## config.mk

```make
export PLATFORM = sky130hd
export DESIGN_NAME = spi_word_bridge
export DESIGN_NICKNAME = d
export VERILOG_FILES = /design/src/rtl/spi_word_bridge.sv
export SDC_FILE = /design/constraint.sdc
export NUM_CORES = 1
export LEC_CHECK = 0
export CAP_MARGIN = 5
export CORE_ASPECT_RATIO = 0.6
export CORE_MARGIN = 3
export CORE_UTILIZATION = 45
export CTS_CLUSTER_DIAMETER = 60
export DETAILED_ROUTE_END_ITERATION = 16
export HOLD_SLACK_MARGIN = 0.05
export SLEW_MARGIN = 10
export SYNTH_ARGS = -nofsm -noshare
export SYNTH_HDL_FRONTEND = slang
export SYNTH_SLANG_ARGS = --single-unit
```

## constraint.sdc

```tcl
create_clock -name CLK_3_33_MHZ -period 5.2 [get_ports CLK_3_33_MHZ]
set_input_delay 1.04 -clock CLK_3_33_MHZ [delete_from_list [all_inputs] [get_ports CLK_3_33_MHZ]]
set_output_delay 1.04 -clock CLK_3_33_MHZ [all_outputs]
set_load 0.01 [all_outputs]
```

## src/rtl/spi_word_bridge.sv

```systemverilog
// Word-level bridge between the byte-oriented SPI slave engine and the miner logic.
// It packs RX bytes MSB-first into words, unpacks TX words into bytes, and keeps sticky error flags.
module spi_word_bridge #(
   parameter int             WORD_BYTES      = 4,
   parameter int             DEPTH           = 4,
   parameter logic [7:0]     FILL_BYTE       = 8'hFF,
   parameter bit             ECHO_WHEN_EMPTY = 1'b1,
   localparam int            W               = 8 * WORD_BYTES,
   localparam int            CW              = $clog2(DEPTH + 1)
) (
   input  logic          CLK_3_33_MHZ,
   input  logic          rst_n,
   input  logic          ssel,
   input  logic          byte_received,
   input  logic [7:0]    received_data,
   input  logic          data_needed,
   output logic [7:0]    data_to_send,
   output logic [W-1:0]  rx_word,
   output logic          rx_valid,
   input  logic          rx_ready,
   output logic [CW-1:0] rx_count,
   input  logic [W-1:0]  tx_word,
   input  logic          tx_valid,
   output logic          tx_ready,
   output logic          rx_overflow,
   output logic          tx_underrun,
   output logic          short_frame,
   input  logic          err_clear
);

   localparam int             IW       = $clog2(WORD_BYTES);
   localparam int             PW       = $clog2(DEPTH);
   localparam logic [IW-1:0]  LAST_IDX = IW'(WORD_BYTES - 1);
   localparam logic [CW-1:0]  FULL_CNT = CW'(DEPTH);

   // Chip select synchroniser; idles high so reset release never fakes a frame end.
   logic ssel_m, ssel_s, ssel_d;
   logic frame_end;

   always_ff @(posedge CLK_3_33_MHZ or negedge rst_n) begin
      if (!rst_n) begin
         ssel_m <= 1'b1;
         ssel_s <= 1'b1;
         ssel_d <= 1'b1;
      end else begin
         ssel_m <= ssel;
         ssel_s <= ssel_m;
         ssel_d <= ssel_s;
      end
   end

   assign frame_end = ssel_s & ~ssel_d;

   // Frame end takes priority over any byte event in the same cycle.
   logic          rx_byte, tx_req;
   logic [IW-1:0] rx_idx, tx_idx;
   logic [W-1:0]  asm_q, new_word, sh;
   logic [7:0]    last_rx;
   logic          word_done;

   assign rx_byte   = byte_received & ~frame_end;
   assign tx_req    = data_needed & ~frame_end;
   assign new_word  = {asm_q[W-9:0], received_data};
   assign word_done = rx_byte && (rx_idx == LAST_IDX);

   always_ff @(posedge CLK_3_33_MHZ or negedge rst_n) begin
      if (!rst_n) begin
         asm_q   <= '0;
         rx_idx  <= '0;
         last_rx <= FILL_BYTE;
      end else if (frame_end) begin
         asm_q  <= '0;
         rx_idx <= '0;
      end else if (byte_received) begin
         asm_q   <= new_word;
         last_rx <= received_data;
         rx_idx  <= word_done ? '0 : rx_idx + 1'b1;
      end
   end

   // Both FIFOs use valid/ready: a transfer happens on a cycle where valid && ready are both high;
   // the producer holds data stable while valid && !ready, and the consumer may drop ready freely.
   logic [W-1:0]  rx_mem [DEPTH];
   logic [PW-1:0] rx_wr, rx_rd;
   logic [CW-1:0] rx_cnt;
   logic          rx_push, rx_pop, rx_drop;

   assign rx_valid = (rx_cnt != '0);
   assign rx_pop   = rx_valid & rx_ready;
   assign rx_push  = word_done && ((rx_cnt != FULL_CNT) || rx_pop);
   assign rx_drop  = word_done && (rx_cnt == FULL_CNT) && !rx_pop;
   assign rx_word  = rx_valid ? rx_mem[rx_rd] : '0;
   assign rx_count = rx_cnt;

   always_ff @(posedge CLK_3_33_MHZ) begin
      if (rx_push) rx_mem[rx_wr] <= new_word;
   end

   always_ff @(posedge CLK_3_33_MHZ or negedge rst_n) begin
      if (!rst_n) begin
         rx_wr  <= '0;
         rx_rd  <= '0;
         rx_cnt <= '0;
      end else begin
         if (rx_push) rx_wr <= rx_wr + 1'b1;
         if (rx_pop)  rx_rd <= rx_rd + 1'b1;
         if (rx_push && !rx_pop)      rx_cnt <= rx_cnt + 1'b1;
         else if (rx_pop && !rx_push) rx_cnt <= rx_cnt - 1'b1;
      end
   end

   logic [W-1:0]  tx_mem [DEPTH];
   logic [PW-1:0] tx_wr, tx_rd;
   logic [CW-1:0] tx_cnt;
   logic          tx_push, tx_pop, tx_empty_req;
   logic [W-1:0]  tx_head;

   assign tx_ready     = (tx_cnt != FULL_CNT);
   assign tx_push      = tx_valid & tx_ready;
   assign tx_head      = tx_mem[tx_rd];
   assign tx_pop       = tx_req && (tx_idx == '0) && (tx_cnt != '0);
   assign tx_empty_req = tx_req && (tx_idx == '0) && (tx_cnt == '0);

   always_ff @(posedge CLK_3_33_MHZ) begin
      if (tx_push) tx_mem[tx_wr] <= tx_word;
   end

   always_ff @(posedge CLK_3_33_MHZ or negedge rst_n) begin
      if (!rst_n) begin
         tx_wr  <= '0;
         tx_rd  <= '0;
         tx_cnt <= '0;
      end else begin
         if (tx_push) tx_wr <= tx_wr + 1'b1;
         if (tx_pop)  tx_rd <= tx_rd + 1'b1;
         if (tx_push && !tx_pop)      tx_cnt <= tx_cnt + 1'b1;
         else if (tx_pop && !tx_push) tx_cnt <= tx_cnt - 1'b1;
      end
   end

   // Serialiser: sh always holds the not-yet-sent bytes left-aligned.
   always_ff @(posedge CLK_3_33_MHZ or negedge rst_n) begin
      if (!rst_n) begin
         data_to_send <= FILL_BYTE;
         sh           <= '0;
         tx_idx       <= '0;
      end else if (frame_end) begin
         tx_idx <= '0;
      end else if (tx_pop) begin
         data_to_send <= tx_head[W-1:W-8];
         sh           <= {tx_head[W-9:0], 8'h00};
         tx_idx       <= IW'(1);
      end else if (tx_empty_req) begin
         data_to_send <= ECHO_WHEN_EMPTY ? last_rx : FILL_BYTE;
      end else if (tx_req) begin
         data_to_send <= sh[W-1:W-8];
         sh           <= {sh[W-9:0], 8'h00};
         tx_idx       <= (tx_idx == LAST_IDX) ? '0 : tx_idx + 1'b1;
      end
   end

   always_ff @(posedge CLK_3_33_MHZ or negedge rst_n) begin
      if (!rst_n) begin
         rx_overflow <= 1'b0;
         tx_underrun <= 1'b0;
         short_frame <= 1'b0;
      end else begin
         rx_overflow <= (rx_overflow & ~err_clear) | rx_drop;
         tx_underrun <= (tx_underrun & ~err_clear) | tx_empty_req;
         short_frame <= (short_frame & ~err_clear) | (frame_end && (rx_idx != '0));
      end
   end

endmodule
```

==> results.json, run 1 <==
{
  "status": "finished clean",
  "start_util_pct": 46.29,
  "crit_arrival_ns": 3.03,
  "routabilityCongestion": 0.7681,
  "clock_sinks": 344,
  "finalCritPeriodShare_pct": 78.24,
  "slowest_stage": "dfrtp_2",
  "critPathBufInv": 2,
  "post_cts_resized": 0,
  "postCtsHoldBufs": 0,
  "wl_per_cell_microns": 21.74,
  "synthTopCellsByArea": "edfxtp_1 57%, dfrtp_1 13%, mux4_2 11%",
  "drv_slew": 0,
  "num_rows": 48,
  "fin_setup_tns_ns": 0,
  "maxCapViolations": 0,
  "r2r_setup_slack_ns": 2.48,
  "die_area_sq_mm": 0.03208,
  "cts.clk_slew.worst_paths_ns": 0.06,
  "clockRootBuffer": "clkbuf_16",
  "yosys_warnings": 0,
  "port_buffers": 95,
  "synth_edf_count": 256,
  "crit_type": "reg -> out",
  "reg2reg_to": "rx_count[2]$_DFFE_PN0P_",
  "grt_max_degree": 55,
  "die_y_microns": 139.9,
  "syn-cell-area_sq_mm": 0.01345,
  "startpoint_type": "register",
  "cts_buffers": 31,
  "cts_buffer_depth": 3,
  "syn_area_per_cell_sq_um": 18.28,
  "critPathRequiredTime_ns": 4.16,
  "grt-ovfl-total": 0,
  "setup_viol": 0,
  "cp-end-kind": "primary output",
  "final-hold-violation-count": 0,
  "yosys.cell_types.count": 39,
  "layout_commonest_cell": "edfxtp_1",
  "timing.slew.headroom_pct": 39.34,
  "synth_fp_nets": 800,
  "dp_hpwl_microns": 17740,
  "synth_top_cell_by_area": "edfxtp_1",
  "clock_latency_ns": 0.56,
  "ctsHtreeMaxLevel": 1,
  "rsz0062_at_grt": "false",
  "diodes": 0,
  "worstHoldStart": "ssel_m$_DFF_PN1_",
  "rr_startpoint": "ssel_d$_DFF_PN1_",
  "synth_cells": 736,
  "synth_top_area_share_pct": 57.14,
  "slowest_delay_ns": 0.89,
  "p_per_area_mw_per_mm2": 544.5,
  "drcViolationCount": 0,
  "core_area_sq_mm": 0.02907,
  "power_uw": 8648,
  "power.leakage_uw": 0.005650,
  "ys.flop_type": "edfxtp_1",
  "final_cell_mix": "256 x edfxtp_1, 93 x clkdlybuf4s50_1, 65 x dfrtp_1, 64 x mux4_2, 55 x nor2_1",
  "synth_seq_cells": 344,
  "num_io_pins": 96,
  "wirelength_microns": 27550,
  "antenna_left": 0,
  "layout-drive-gt1-share_pct": 19.95,
  "hold_path_depth": 0,
  "viasPerCell": 5.369,
  "antenna_found_initial": 0,
  "skew_ns": 0.009156,
  "grt_pass1_wl_microns": 43280,
  "synthArstFlopShare_pct": 25.58,
  "r2r_cells": 9,
  "min_to": "ssel_s$_DFF_PN1_",
  "cp_top_family": "flip-flops",
  "grt_pass1_vias": 7174,
  "critPathMaxFanout": 23,
  "cts_setup_buffers": 0,
  "fmax_ghz": 0.2458,
  "cts_tree": "done",
  "drtIter0Drc": 551,
  "crit_chain": "buf_4 > mux4_2 > and2_1 > clkdlybuf4s50_1",
  "tightest_slew_ns": 0.9099,
  "min_period_ns": 4.069,
  "die_w_microns": 229.2,
  "num_vias": 6803,
  "ys_seq_area_share_pct": 73.68,
  "layout.nets": 906,
  "grt_usage_pct": 17.64,
  "ir_drop_v": 0.0002126,
  "min_path_type": "reg -> reg",
  "area_delta_synth_final_pct": 18.05,
  "drt_pre_antenna_iters": 5
}
-- through the flow --
step	worst slack, ns	util, %	hold WS (ns)	cells	cell area (sq um)
finish	1.131	54.64	0.3650	1267	15880
detailed placement	1.610	51.11	0.3468	1209	14860
global placement	1.644	51.11	0.3493	1209	14860
global route	0.8700	54.64	0.3677	1267	15880
CTS	1.004	54.64	0.3647	1267	15880
floorplan	2.182	-	0.3452	736	13450
-- worst register-to-register path, delay by kind of cell (launching register included) --
| kind | cells | cell delay, ns |
|---|---|---|
| buf+inv | 1 | 0.06 |
| fa+ha+maj | 2 | 0.64 |
| simple gates | 4 | 1.09 |
| xor+xnor | 2 | 0.33 |
| flops | 1 | 0.53 |
-- final cells by class --
class / instances / area [sq um]
timing repair buffer: 113 / 1079
multi-input combinational: 337 / 3303
tap: 400 / 500.5
sequential: 344 / 9918
clock buffer: 47 / 935.9
clock inverter: 11 / 90.09
inverter: 15 / 56.30
fill: 2279 / 13190
-- state kept, by name (all words and copies together), names as in the netlist, 3 cells and up --
signal,count
rx_mem,128
tx_mem,128
asm_q,24
sh,24
data_to_send,8
last_rx,8
rx_count,3
tx_cnt,3
-- synth_stat cells, types with 2 or more instances --
library cell / number
nand3_1: 3
a22o_1: 8
dfrtp_1: 69
mux2_2: 12
fa_1: 2
mux2i_1: 34
and3_1: 5
xnor2_1: 7
a21oi_1: 23
buf_1: 3
edfxtp_1: 256
nand2_1: 15
o22ai_1: 19
and2_1: 36
dfstp_2: 19
o21ai_0: 2
clkbuf_1: 17
ha_1: 14
a31oi_1: 8
nor2_1: 55
or3_1: 2
buf_2: 18
a211oi_1: 2
mux4_2: 64
nor3_1: 11
inv_1: 15
xor2_1: 5
-- how the worst max path moves through the flow --
stage	start	endpoint	cells after the start
after global routing	rx_rd[0]$_DFFE_PN0N_	rx_word[30]	4
after global placement	rx_rd[0]$_DFFE_PN0N_	rx_word[30]	4
after CTS	rx_rd[0]$_DFFE_PN0N_	rx_word[30]	4
after floorplan	byte_received	rx_mem[0][0]$_DFFE_PP_	4
after detailed placement	rx_rd[0]$_DFFE_PN0N_	rx_word[30]	4
final	rx_rd[0]$_DFFE_PN0N_	rx_word[30]	4
-- logic make-up after synthesis --
logic type,synth area share [%]
muxes,14.25
buffers and inverters,1.786
and+or+nand+nor,4.966
DFF,73.68
adders and majority gates,1.600
AOI/OAI and AO/OA,2.939
xor gates and xnor gates,0.7812
-- layer usage --
metal  up-vias  wire (microns)  global-route usage, %
met4         0             571                  3.759
met5         -               0                      0
li1       3063               -                      -
met2       167           12110                  26.07
met1      3540           13420                  27.45
met3        33            1449                  3.516
-- power breakdown --
group / leakage [uW] / switching (uW) / internal, uW / total (uW)
Clock: 0.000503 / 962 / 1290 / 2250
Combinational: 0.00176 / 1140 / 1330 / 2480
Sequential: 0.00339 / 439 / 3480 / 3920
Total: 0.00565 / 2550 / 6100 / 8650
Power figures use the tool's default switching activity.
==> run 2, diff against run 1 <==
==> constraint.sdc (replaced) <==
create_clock -name CLK_3_33_MHZ -period 4 [get_ports CLK_3_33_MHZ]
set_input_delay 0.8 -clock CLK_3_33_MHZ [delete_from_list [all_inputs] [get_ports CLK_3_33_MHZ]]
set_output_delay 0.8 -clock CLK_3_33_MHZ [all_outputs]
set_load 0.01 [all_outputs]
==> run 2 against run 1 <==
Against the previous run: core utilization increased by 0.25 points; clock power increased by 35%; clock skew increased by 0.0017 ns; critical endpoint is now rx_word[2]; largest cell class unchanged.
==> results.json, run 2 (synthesized netlist as in run 1, its figures left out) <==
{
  "post_cts_resized": 0,
  "drcViolationCount": 0,
  "seq_power_share_pct": 44.2,
  "antenna_left": 0,
  "intPower_uw": 8040,
  "clock_latency_ns": 0.56,
  "multi_input_area_sq_mm": 0.003303,
  "antenna_found_initial": 1,
  "num_io_pins": 96,
  "postCtsHoldBufs": 0,
  "wl_met2_microns": 12370,
  "grt-ovfl-total": 0,
  "grt_max_degree": 38,
  "cts_buffer_depth": 3,
  "viasPerCell": 5.426,
  "largest_registers": "rx_mem: 128 flops, tx_mem: 128 flops",
  "rr_startpoint": "ssel_d$_DFF_PN1_",
  "final_cell_mix": "256 x edfxtp_1, 93 x clkdlybuf4s50_1, 66 x dfrtp_1, 64 x mux4_2, 55 x nor2_1",
  "startpoint_type": "register",
  "met3_length_microns": 1684,
  "crit_type": "reg -> out",
  "wirelength_microns": 28420,
  "crit_arrival_ns": 2.79,
  "num_rows": 48,
  "setup_viol": 0,
  "skew_ns": 0.01086,
  "critPathMaxFanout": 35,
  "core_area_sq_mm": 0.02907,
  "fmax_ghz": 0.2784,
  "dp_hpwl_microns": 18440,
  "clock_sinks": 344,
  "p_per_area_mw_per_mm2": 717.1,
  "power.leakage_uw": 0.005672,
  "status": "finished clean",
  "grt_usage_pct": 18.18,
  "reg2reg_to": "rx_count[2]$_DFFE_PN0P_",
  "seqCellArea_sq_mm": 0.009917,
  "p_switching_uw": 3401,
  "cts_setup_buffers": 0,
  "drv_slew": 0,
  "maxCapViolations": 0,
  "cts_tree": "done",
  "wl_per_cell_microns": 22.43,
  "die_w_microns": 229.2,
  "port_buffers": 95,
  "num_vias": 6875,
  "clockRootBuffer": "clkbuf_16",
  "layout.nets": 907,
  "ctsHtreeMaxLevel": 1,
  "final-hold-violation-count": 0,
  "critPathRequiredTime_ns": 3.20,
  "cts.clk_slew.worst_paths_ns": 0.07,
  "diodes": 0,
  "rsz0062_at_grt": "false",
  "tightest_slew_ns": 1.149,
  "comb_power_share_pct": 29.4,
  "cts_buffers": 31,
  "fin_setup_tns_ns": 0,
  "r2r_setup_slack_ns": 1.17,
  "grt_pass1_vias": 7089,
  "layout_commonest_cell": "edfxtp_1",
  "drt_pre_antenna_iters": 5,
  "die_area_sq_mm": 0.03208,
  "ir_drop_v": 0.0003087,
  "start_util_pct": 46.29,
  "cp-end-kind": "primary output",
  "hold_slack_ns": 0.1945,
  "timing.slew.headroom_pct": 23.40,
  "clock_power_share_pct": 26.5,
  "r2r_cells": 9,
  "min_period_ns": 3.591,
  "area_delta_synth_final_pct": 18.58,
  "swShare_pct": 29.73,
  "routabilityCongestion": 0.7946,
  "layout-drive-gt1-share_pct": 19.95,
  "min_path_type": "in -> async",
  "finalCritPeriodShare_pct": 89.78,
  "grt_pass1_wl_microns": 44360,
  "met1_length_microns": 13790,
  "fillers": 2293,
  "highest_layer": "met5",
  "drtIter0Drc": 512,
  "die_y_microns": 139.9
}
==> run 2: cell count changes in the layout (fill, tap and decap cells not counted), moves of 2 or more <==
cell / delta
clkbuf_1: -4
clkbuf_8: -10
clkinv_1: +3
bufinv_16: +4
buf_12: +4
buf_4: -3
clkinv_4: +2
clkinv_2: +3
==> run 2: how the worst max path moves through the flow <==
stage	slack [ns]	endpoint	startpoint
global placement	0.93	tx_cnt[1]$_DFFE_PN0P_	data_needed
detailed placement	0.81	tx_cnt[1]$_DFFE_PN0P_	data_needed
global route	0.20	rx_word[2]	rx_count[0]$_DFFE_PN0P_
finish	0.41	rx_word[2]	rx_count[0]$_DFFE_PN0P_
floorplan	1.22	rx_mem[0][0]$_DFFE_PP_	byte_received
CTS	0.37	rx_word[22]	rx_rd[0]$_DFFE_PN0N_
==> run 2: routing by layer <==
layer	up-vias	GRT usage, %
met4	2	3.891
met2	190	26.45
met3	39	4.411
met1	3582	28.10
met5	-	0
li1	3062	-
==> run 2: stage by stage <==
stage / instance area, sq um / worst slack, ns / std cells / util (%) / power [uW]
2_1_floorplan: 13450 / 1.222 / 736 / - / 7031
3_3_place_gp: 14910 / 0.9346 / 1210 / 51.30 / 8405
3_5_place_dp: 14910 / 0.8118 / 1210 / 51.30 / 8537
4_1_cts: 15950 / 0.3745 / 1267 / 54.89 / 11600
5_1_grt: 15950 / 0.2017 / 1267 / 54.89 / 12070
6_report: 15950 / 0.4086 / 1267 / 54.89 / 11440
==> run 2: critical path, stage by stage (launching register included) <==
cell	delay [ns]
dfrtp_1	0.44
or3_1	0.91
and2_1	0.26
clkdlybuf4s50_1	0.60
==> run 2: final cells by class <==
| type | instances | area share, % |
|---|---|---|
| sequential | 344 | 62.16 |
| multi-input combinational | 337 | 20.70 |
| timing repair buffer | 114 | 7.121 |
| clock buffer | 33 | 4.909 |
| tap | 400 | 3.137 |
| clock inverter | 24 | 1.616 |
| inverter | 15 | 0.3529 |
==> run 2: power groups by stage <==
stage	Clock, uW	Combinational, uW	Sequential, uW
2_1_floorplan	0	2200	4830
3_3_place_gp	0	3320	5080
3_5_place_dp	0	3410	5130
4_1_cts	3110	3430	5070
5_1_grt	3260	3660	5140
6_report	3030	3360	5050
==> run 3, diff against run 2 <==
--- a/config.mk
+++ b/config.mk
@@ -16,3 +16,4 @@
 export SYNTH_ARGS = -nofsm -noshare
 export SYNTH_HDL_FRONTEND = slang
 export SYNTH_SLANG_ARGS = --single-unit
+export TNS_END_PERCENT = 20
==> results of run 3 <==
The final DEF is identical to that of run 2; final timing and power are the same.
